**config.mk**
```make
export PLATFORM = sky130hd
export DESIGN_NAME = spike_rate_monitor
export DESIGN_NICKNAME = d
export VERILOG_FILES = /design/src/rtl/spike_rate_monitor.sv
export SDC_FILE = /design/constraint.sdc
export NUM_CORES = 1
export LEC_CHECK = 0
export CAP_MARGIN = 20
export CORE_UTILIZATION = 38
export DETAILED_ROUTE_END_ITERATION = 16
export SLEW_MARGIN = 10
export SYNTH_ARGS = -nofsm -noshare
export SYNTH_HDL_FRONTEND = slang
export SYNTH_SLANG_ARGS = --single-unit
export TNS_END_PERCENT = 10
```
**constraint.sdc**
```tcl
create_clock -name clk -period 2.6 [get_ports clk]
set_input_delay 0.39 -clock clk [delete_from_list [all_inputs] [get_ports clk]]
set_output_delay 0.39 -clock clk [all_outputs]
set_load 0.01 [all_outputs]
```
**src/rtl/spike_rate_monitor.sv**
```systemverilog
// spike_rate_monitor
//   Watches the spike line from a LIF neuron, turns each rising edge into a single event, and
//   reports two figures:
//   - the number of events in each fixed window of WINDOW_CYCLES cycles;
//   - the number of cycles between consecutive events (inter-spike interval, ISI).
//
//   Build option SPIKE_BURST_DETECT_EN: when defined, burst_out pulses together with isi_valid
//   whenever the reported ISI is <= BURST_ISI. When it is undefined, burst_out is tied to 0.
//
// Ports
//   clk        system clock; all logic changes on its rising edge
//   rst        synchronous, active-high reset
//   spike      spike level from the neuron; it may stay high for several cycles
//   clear      synchronous soft clear of the measurement state
//   rate_out   event count of the last completed window (saturating)
//   rate_valid one-cycle pulse when rate_out updates
//   isi_out    most recent inter-spike interval in cycles (saturating)
//   isi_valid  one-cycle pulse when isi_out updates
//   burst_out  burst flag, aligned with isi_valid
module spike_rate_monitor #(
  parameter int unsigned WINDOW_CYCLES = 1000,
  parameter int unsigned CNT_W         = 8,
  parameter int unsigned ISI_W         = 16,
  parameter int unsigned BURST_ISI     = 4
) (
  input  logic             clk,
  input  logic             rst,
  input  logic             spike,
  input  logic             clear,
  output logic [CNT_W-1:0] rate_out,
  output logic             rate_valid,
  output logic [ISI_W-1:0] isi_out,
  output logic             isi_valid,
  output logic             burst_out
);

  localparam int unsigned WinW = (WINDOW_CYCLES > 1) ? $clog2(WINDOW_CYCLES) : 1;
  localparam logic [WinW-1:0]  WinLast = WinW'(WINDOW_CYCLES - 1);
  localparam logic [CNT_W-1:0] CntMax  = '1;
  localparam logic [ISI_W-1:0] IsiMax  = '1;

  typedef enum logic [0:0] {StIdle, StTrack} isi_state_e;

  isi_state_e       state_q, state_d;
  logic             spike_d_q;
  logic [WinW-1:0]  win_q, win_d;
  logic [CNT_W-1:0] cnt_q, cnt_d, cnt_inc;
  logic [ISI_W-1:0] timer_q, timer_d;
  logic [CNT_W-1:0] rate_q, rate_d;
  logic             rate_valid_q, rate_valid_d;
  logic [ISI_W-1:0] isi_q, isi_d;
  logic             isi_valid_q, isi_valid_d;
  logic             spike_event, terminal;

  always_comb begin
    spike_event = spike & ~spike_d_q;
    terminal    = (win_q == WinLast);
    // An event on the terminal cycle still belongs to the window that is closing.
    cnt_inc     = (spike_event && (cnt_q != CntMax)) ? cnt_q + 1'b1 : cnt_q;

    win_d        = terminal ? '0 : win_q + 1'b1;
    cnt_d        = cnt_inc;
    rate_d       = rate_q;
    rate_valid_d = 1'b0;
    if (terminal) begin
      rate_d       = cnt_inc;
      rate_valid_d = 1'b1;
      cnt_d        = '0;
    end

    state_d     = state_q;
    timer_d     = timer_q;
    isi_d       = isi_q;
    isi_valid_d = 1'b0;
    unique case (state_q)
      StIdle: begin
        if (spike_event) begin
          state_d = StTrack;
          timer_d = ISI_W'(1);
        end
      end
      StTrack: begin
        if (spike_event) begin
          isi_d       = timer_q;
          isi_valid_d = 1'b1;
          timer_d     = ISI_W'(1);
        end else if (timer_q != IsiMax) begin
          timer_d = timer_q + 1'b1;
        end
      end
    endcase

    // A clear drops everything in flight but keeps the last reported results.
    if (clear) begin
      win_d        = '0;
      cnt_d        = '0;
      timer_d      = '0;
      state_d      = StIdle;
      rate_d       = rate_q;
      rate_valid_d = 1'b0;
      isi_d        = isi_q;
      isi_valid_d  = 1'b0;
    end
  end

  always_ff @(posedge clk) begin
    if (rst) begin
      state_q      <= StIdle;
      spike_d_q    <= 1'b0;
      win_q        <= '0;
      cnt_q        <= '0;
      timer_q      <= '0;
      rate_q       <= '0;
      rate_valid_q <= 1'b0;
      isi_q        <= '0;
      isi_valid_q  <= 1'b0;
    end else begin
      state_q      <= state_d;
      spike_d_q    <= spike;  // keeps updating during clear so a held level is not re-counted
      win_q        <= win_d;
      cnt_q        <= cnt_d;
      timer_q      <= timer_d;
      rate_q       <= rate_d;
      rate_valid_q <= rate_valid_d;
      isi_q        <= isi_d;
      isi_valid_q  <= isi_valid_d;
    end
  end

  assign rate_out   = rate_q;
  assign rate_valid = rate_valid_q;
  assign isi_out    = isi_q;
  assign isi_valid  = isi_valid_q;

`ifdef SPIKE_BURST_DETECT_EN
  localparam logic [ISI_W-1:0] BurstIsi = ISI_W'(BURST_ISI);

  logic burst_q, burst_d;

  // isi_valid_d already goes low on clear, so burst_d is cleared by clear as well.
  always_comb begin
    burst_d = isi_valid_d & (timer_q <= BurstIsi);
  end

  always_ff @(posedge clk) begin
    if (rst) begin
      burst_q <= 1'b0;
    end else begin
      burst_q <= burst_d;
    end
  end

  assign burst_out = burst_q;
`else
  assign burst_out = 1'b0;
`endif

endmodule

```
==> results.env, run 1 <==
POST-SYNTH-TOP-COUNT-CELL='sky130_fd_sc_hd__dfxtp_1'
SYNTH.CELL_AREA_MM2=0.00264
SYNTH_TOP_AREA_FRAC=0.470
FINAL.HOLD.WORST_SLACK_NS=0.449
PRE_CTS_WS_NS=0.526
SYN_TO_FINAL_GROWTH_PCT=20.9
DETAIL_ROUTE.DRC_VIOLATIONS=0
DESIGN_POWER_TOTAL_mW=1.83
CTS_HOLD_BUF=0
WORST_SLEW_PIN_SLEW_NS=0.729
SYNTH_SEQ_AREA_SHARE=0.470
DIE_H_UM=85.4
FINALWORSTSETUPSLACK_NS=0.780
VDD.IR_DROP.WORST_V=0.000300
SYNTH_MUX_AREA_FRAC=0.00758
REPORT.FINAL.SETUP_VIOL=0
COUNT_OF_NETS_LEFT_WITH_ANTENNA_VIOLATIONS_AFTER_DETAIL_ROUTING=0
YOSYS-TOP-CELLS-COUNT='sky130_fd_sc_hd__dfxtp_1, sky130_fd_sc_hd__nand2_1, sky130_fd_sc_hd__a21oi_1'
CELLPOWERDENSITY_mW_PER_MM2=572
DETAIL_ROUTE.ITER0.VIOLATIONS=91
POST_SYNTH_AND_OR_NAND_NOR_AREA_FRACTION=0.282
TRITONCTS_CLOCK_TREE='built'
YOSYSWARNINGCOUNT=0
CRITICAL_PATH.MAX_FANOUT=15
POST_DRT_VIA_CELL_RATIO=5.26
YOSYS.AREA.TOP_TYPE='sky130_fd_sc_hd__dfxtp_1'
POSTCTSRESIZEDCELLS=0
CTS-ROOT-TO-SINK-BUFFERS=2
SLEW_VIOL_FINAL=0
DETAILED_ROUTE_WIRE_LENGTH_PER_CELL_UM=12.8
GRT_OVERFLOW=0
PLACEABLECOREAREA_MM2=0.00676
FINAL.PERIOD_UTILIZATION=0.700
CRITPATHREQUIREDTIME_NS=2.87
STATIC-LEAKAGE-POWER_nW=1.02
GRT_UTIL_ALL_LAYERS=0.164
CP_CELL_SEQUENCE='ha_1, nand4b_1, nor4_4, nand2b_1, o22ai_1'
GRT_ANTENNA_BEFORE_REPAIR=0
CLOCK_LATENCY_NS=0.34
TOP_LEVEL_PORTS=31
SYNTHARSTFLOPSHARE=0
FINISH.NET_COUNT=340
YOSYS.AREA_SHARE.ADDER=0.0142
CLOCK-SKEW-FINAL_NS=0.00915
NETLIST_INSTANCES=301
SYNTH_TOP_FAMILY_BY_AREA='simple AND/OR/NAND/NOR gates'
FINALWEIGHTEDCONGESTION=0.849
UNREPAIRED_SETUP_ENDPOINTS_AFTER_GLOBAL_ROUTING='no'
CRITPATHBUFINV=0
RESULT_OF_THE_RUN='finished, final reports clean'
SYNTH-EDFF-COUNT=0
PATH_CLASS='reg -> reg'
TIMING.CRITICAL_PATH.SLOWEST_STAGE_CELL='sky130_fd_sc_hd__nor4_4'
FILLCELLCOUNT=661
MAX_CLOCK_FREQ_GHz=0.549
ROWS=30
PLACE_AREA_MM2=0.00300
TOTALNEGATIVESETUPSLACK_NS=0
FINAL_HOLD_VIOL_COUNT=0
FLOORPLAN.INITIALDENSITY=0.391
WORST-ENDPOINT-ARRIVAL_NS=2.09
PLACE_HPWL_MM=3.69
SYN-MEAN-INSTANCE-AREA_UM2=8.77
CRIT_PATH_START_KIND='flip-flop'
CRITICAL-PATH-MAX-STAGE-DELAY_NS=0.60
SYNTH_COMPOUND_GATE_AREA_SHARE=0.157
SYNTH-SEQ-CELLS=62
NUMBER_OF_SINKS_ON_THE_CLOCK_NET=62
DIE_AREA_MM2=0.00728
MIN_PATH_TYPE='reg -> reg'
DRTPASS1ITERATIONS=4
ENDPOINT_KIND='flip-flop'
FINAL.MIN_CLOCK_PERIOD_NS=1.82
SYNTH_TOP_CELLS_BY_AREA='sky130_fd_sc_hd__dfxtp_1, sky130_fd_sc_hd__nand2_1, sky130_fd_sc_hd__a21oi_1'
TIMING.CRITICAL_PATH.MAX_DELAY_FAMILY='simple AND/OR/NAND/NOR gates'
DIE-WIDTH_UM=85.4
CAP_VIOL_MAX_COUNT=0
TIMING.SLEW.HEADROOM=0.510
CTS_HTREE_LEVELS=3
SYNTH_FP_NETS=308
CTS_BUFFERS=9
FIRST_GLOBAL_VIAS=1977
PORTBUFFERS=29
SEQ_AREA_MM2=0.00124
DRIVE_ABOVE_1_SHARE=0.101
GRT_START_MAX_NET_PINS=29
POST-CTS-SETUP-BUFFERS=0
ROUTED_WL_MM=5.34
CLOCK_TRANSITION_AT_THE_REGISTERS_OF_THE_REPORTED_PATHS_NS=0.07
VIAS=2193
NETLIST-CELL-TYPE-COUNT=51
FINISH.INSTANCE_AREA_MM2=0.00319
MULTIINPUTGATEAREA_MM2=0.00132
GRT_PASS1_WL_MM=9.28
SYNTHFLOPTYPE='sky130_fd_sc_hd__dfxtp_1'
CTS_ROOT_BUF='sky130_fd_sc_hd__clkbuf_8'
PARITY_GATE_SHARE_OF_THE_SYNTHESIZED_AREA_COUNTING_XOR_AND_XNOR_CELLS=0.0365
DIODES=0
-- logic make-up (layout without fill, tap and decap cells) --
| kind of cell | Yosys count | count (layout) |
|---|---|---|
| AO/OA/AOI/OAI | 65 | 65 |
| XOR/XNOR | 11 | 11 |
| adder cells (fa/ha/maj) | 3 | 3 |
| buffers and inverters | 18 | 54 |
| flip-flops | 62 | 62 |
| multiplexers | 2 | 2 |
| other | 1 | 1 |
| AND/OR/NAND/NOR | 139 | 139 |
-- final cells by class --
class,count,area share
Sequential cell,62,0.389
Clock buffer,11,0.0443
Tap cell,80,0.0313
Multi-Input combinational cell,221,0.412
Inverter,5,0.00588
Timing Repair Buffer,34,0.103
Clock inverter,4,0.0149
-- path summary, 6_finish.rpt --
check                start     endpoint  slack [ns]  depth (start not counted)
setup / recovery  win_q[0]  rate_out[2]        0.78                          5
hold / removal    win_q[0]     win_q[0]        0.45                          1
setup reg to reg  win_q[0]  rate_out[2]        0.78                          5
hold reg to reg   win_q[0]     win_q[0]        0.45                          1
-- metrics by stage --
stage                     instances   util
final                           417  0.473
after global placement          402  0.445
after CTS                       417  0.473
after detailed placement        402  0.445
after floorplan                 301      -
after global routing            417  0.473
-- cells in the final DEF, fill, tap and decap left out, types with 3 or more instances in the layout --
| cell type | n |
|---|---|
| sky130_fd_sc_hd__a311oi_1 | 3 |
| sky130_fd_sc_hd__xnor2_1 | 5 |
| sky130_fd_sc_hd__and4_1 | 3 |
| sky130_fd_sc_hd__dfxtp_1 | 62 |
| sky130_fd_sc_hd__nor2_1 | 30 |
| sky130_fd_sc_hd__nand2b_1 | 3 |
| sky130_fd_sc_hd__inv_1 | 5 |
| sky130_fd_sc_hd__nor4_1 | 3 |
| sky130_fd_sc_hd__clkdlybuf4s50_1 | 29 |
| sky130_fd_sc_hd__nand2_1 | 47 |
| sky130_fd_sc_hd__o31ai_1 | 3 |
| sky130_fd_sc_hd__or3_1 | 6 |
| sky130_fd_sc_hd__clkbuf_8 | 10 |
| sky130_fd_sc_hd__nand4_1 | 5 |
| sky130_fd_sc_hd__o21ai_0 | 8 |
| sky130_fd_sc_hd__nand3_1 | 10 |
| sky130_fd_sc_hd__nor3_1 | 5 |
| sky130_fd_sc_hd__and3_1 | 5 |
| sky130_fd_sc_hd__buf_4 | 5 |
| sky130_fd_sc_hd__nor2b_1 | 3 |
| sky130_fd_sc_hd__a21oi_1 | 31 |
| sky130_fd_sc_hd__a211oi_1 | 7 |
| sky130_fd_sc_hd__ha_1 | 3 |
| sky130_fd_sc_hd__xor2_1 | 6 |
-- metal layers --
metal | vias to the layer above | routed length (µm) | share of wire | track usage
met5 | - | 0 | 0 | 0
met4 | 0 | 80 | 0.015 | 0.0591
met3 | 10 | 167 | 0.031 | 0.0554
met2 | 31 | 2490 | 0.47 | 0.260
met1 | 1014 | 2600 | 0.49 | 0.208
li1 | 1138 | - | - | -
-- flip-flops by register name (all words and copies together) (netlist names) --
signal      count
cnt_q           8
rate_out        8
timer_q        16
isi_out        16
win_q          10
isi_valid       1
rate_valid      1
spike_d_q       1
state_q         1
-- report_power, final --
group	switching, mW	internal (mW)	total (mW)
combinational	0.0314	0.0171	0.0485
clock	0.359	0.460	0.819
sequential	0.00490	0.955	0.960
total	0.396	1.43	1.83
(Power assumes the default switching activity.)
==> inputs of run 2 (changes only) <==
==> constraint.sdc (replaced) <==
create_clock -name clk -period 1.6 [get_ports clk]
set_input_delay 0.24 -clock clk [delete_from_list [all_inputs] [get_ports clk]]
set_output_delay 0.24 -clock clk [all_outputs]
set_load 0.01 [all_outputs]
==> run 2 against run 1 <==
Cell area rose by 10%. Critical path depth down 1. Wire length increased by 7.9%. Sequential share of layout area is 3.3 points lower. Power up 58%. Core utilization rose by 4.8 points. Sequential cell count unchanged. Sequential power is 62% higher. Cell count is 8.4% higher. Critical path type unchanged. Largest power group unchanged.
==> results.env, run 2 (synthesis gave the netlist of run 1 again) <==
CRITICAL_PATH.MAX_FANOUT=5
NUMBER_OF_SINKS_ON_THE_CLOCK_NET=62
FINISH.NET_COUNT=375
HOLD_DEPTH=1
MOSTFREQUENTLAYOUTCELLS='sky130_fd_sc_hd__dfxtp_1, sky130_fd_sc_hd__nand2_1, sky130_fd_sc_hd__buf_4'
SLEW_VIOL_FINAL=0
DETAIL_ROUTE.DRC_VIOLATIONS=0
TIMING.RR.START='timer_q[2]'
REPORT.FINAL.SETUP_VIOL=0
PLACE.DETAILED.INSTANCES=435
FILLCELLCOUNT=651
GRT_PASS1_WL_MM=9.89
ENDPOINT_KIND='flip-flop'
SYN_TO_FINAL_GROWTH_PCT=33.2
VDD.IR_DROP.WORST_V=0.000699
CTS_HTREE_LEVELS=3
TIMING.REG2REG.SETUP_SLACK_NS=0.06
CRIT-REG2REG-CAPTURE='timer_q[15]'
MULTIINPUTGATEAREA_MM2=0.00136
WORST_HOLD_LAUNCH='win_q[0]'
FINAL.MIN_CLOCK_PERIOD_NS=1.54
CTS_BUFFERS=9
CLOCK-SKEW-FINAL_NS=0.00590
DETAILED_ROUTE_WIRE_LENGTH_PER_CELL_UM=12.7
MIN_PATH_TYPE='reg -> reg'
WORST_HOLD_PATH.ENDPOINT='win_q[0]'
DESIGN_POWER_TOTAL_mW=2.88
CLOCK_LATENCY_NS=0.34
RESULT_OF_THE_RUN='finished, final reports clean'
COUNT_OF_NETS_LEFT_WITH_ANTENNA_VIOLATIONS_AFTER_DETAIL_ROUTING=0
CAP_VIOL_MAX_COUNT=0
DIE-WIDTH_UM=85.4
FF_TO_FF_PATH_DEPTH=4
UNREPAIRED_SETUP_ENDPOINTS_AFTER_GLOBAL_ROUTING='yes'
FINISH.INSTANCE_AREA_MM2=0.00352
FIRST_GLOBAL_VIAS=2146
PORTBUFFERS=29
MAX_CLOCK_FREQ_GHz=0.648
POST_DRT_VIA_CELL_RATIO=5.16
CTS-ROOT-TO-SINK-BUFFERS=2
GRT_OVERFLOW=0
DRIVE_ABOVE_1_SHARE=0.218
TOTALNEGATIVESETUPSLACK_NS=0
GRT_START_MAX_NET_PINS=20
PRE_CTS_WS_NS=-0.259
FINAL_CELL_COUNT_WITHOUT_FILLERS=452
TRITONCTS_CLOCK_TREE='built'
VIAS=2331
PATH_CLASS='reg -> reg'
FINAL_HOLD_VIOL_COUNT=0
CLOCK_TRANSITION_AT_THE_REGISTERS_OF_THE_REPORTED_PATHS_NS=0.07
SEQ_AREA_MM2=0.00125
PLACEABLECOREAREA_MM2=0.00676
CTS_ROOT_BUF='sky130_fd_sc_hd__clkbuf_8'
CELLPOWERDENSITY_mW_PER_MM2=819
DIE_H_UM=85.4
PLACE_AREA_MM2=0.00326
GRT_UTIL_ALL_LAYERS=0.172
DIODES=0
PLACE_HPWL_MM=4.11
FINAL.HOLD.WORST_SLACK_NS=0.450
GRT_ANTENNA_BEFORE_REPAIR=0
LAYOUT.CELLS.MOST_COMMON='sky130_fd_sc_hd__dfxtp_1'
FINALWEIGHTEDCONGESTION=0.805
DRTPASS1ITERATIONS=4
STATIC-LEAKAGE-POWER_nW=1.23
CRIT_PATH_START_KIND='flip-flop'
FINALWORSTSETUPSLACK_NS=0.0563
FLOORPLAN.INITIALDENSITY=0.391
WORST-ENDPOINT-ARRIVAL_NS=1.76
ROUTED_WL_MM=5.76
TOP_LEVEL_PORTS=31
CRITPATHREQUIREDTIME_NS=1.82
FINAL.PERIOD_UTILIZATION=0.965
FINAL_UTIL=0.521
ROWS=30
DETAIL_ROUTE.ITER0.VIOLATIONS=76
DIE_AREA_MM2=0.00728
-- run 2: power breakdown --
group / internal, mW / switching (mW) / leakage (nW) / total (mW)
combinational: 0.0429 / 0.0585 / 0.630 / 0.101
sequential: 1.55 / 0.00609 / 0.504 / 1.56
clock: 0.629 / 0.594 / 0.0910 / 1.22
total: 2.22 / 0.658 / 1.23 / 2.88
-- run 2: worst max path at each step --
stage               start     endpoint  slack, ns  cells after the start
2_1_floorplan  timer_q[6]  timer_q[15]       0.05                      5
3_3_place_gp        spike  rate_out[6]      -0.16                      5
3_5_place_dp        spike  rate_out[5]      -0.26                      5
4_1_cts        timer_q[3]  timer_q[15]      0.001                      4
5_1_grt        timer_q[2]  timer_q[15]      -0.04                      4
6_report       timer_q[2]  timer_q[15]       0.06                      4
-- run 2: routing by layer --
metal  wire length [µm]  part of all wire  global-route usage  vias to the layer above
met3                167             0.029              0.0525                        8
met4                 42            0.0073              0.0455                        0
met1               2820              0.49               0.215                     1084
li1                   -                 -                   -                     1206
met5                  0                 0                   0                        -
met2               2730              0.47               0.288                       33
-- run 2: cell type report --
| type | instances | area share |
|---|---|---|
| well taps | 80 | 0.0285 |
| flip-flops and latches | 62 | 0.355 |
| clock inverters | 4 | 0.00640 |
| multi-input cells | 221 | 0.388 |
| repair buffers | 69 | 0.174 |
| clock buffers | 11 | 0.0430 |
| inverters | 5 | 0.00534 |
-- run 2: critical path, cell delays in order (launching register included) --
cell and delay [ns]:
sky130_fd_sc_hd__dfxtp_1 0.39, sky130_fd_sc_hd__nand4_4 0.14, sky130_fd_sc_hd__or4_4 0.57, sky130_fd_sc_hd__o41ai_2 0.22, sky130_fd_sc_hd__a21oi_1 0.11
-- run 2: repair_timing --
action / 4_1_cts / 5_1_grt
hold buffers: 0 / 0
hold endpoints to repair: 0 / 0
pin swaps: 0 / 2
setup endpoints to repair: 1 / 19
setup buffers: 0 / 2
resized for setup: 1 / 17
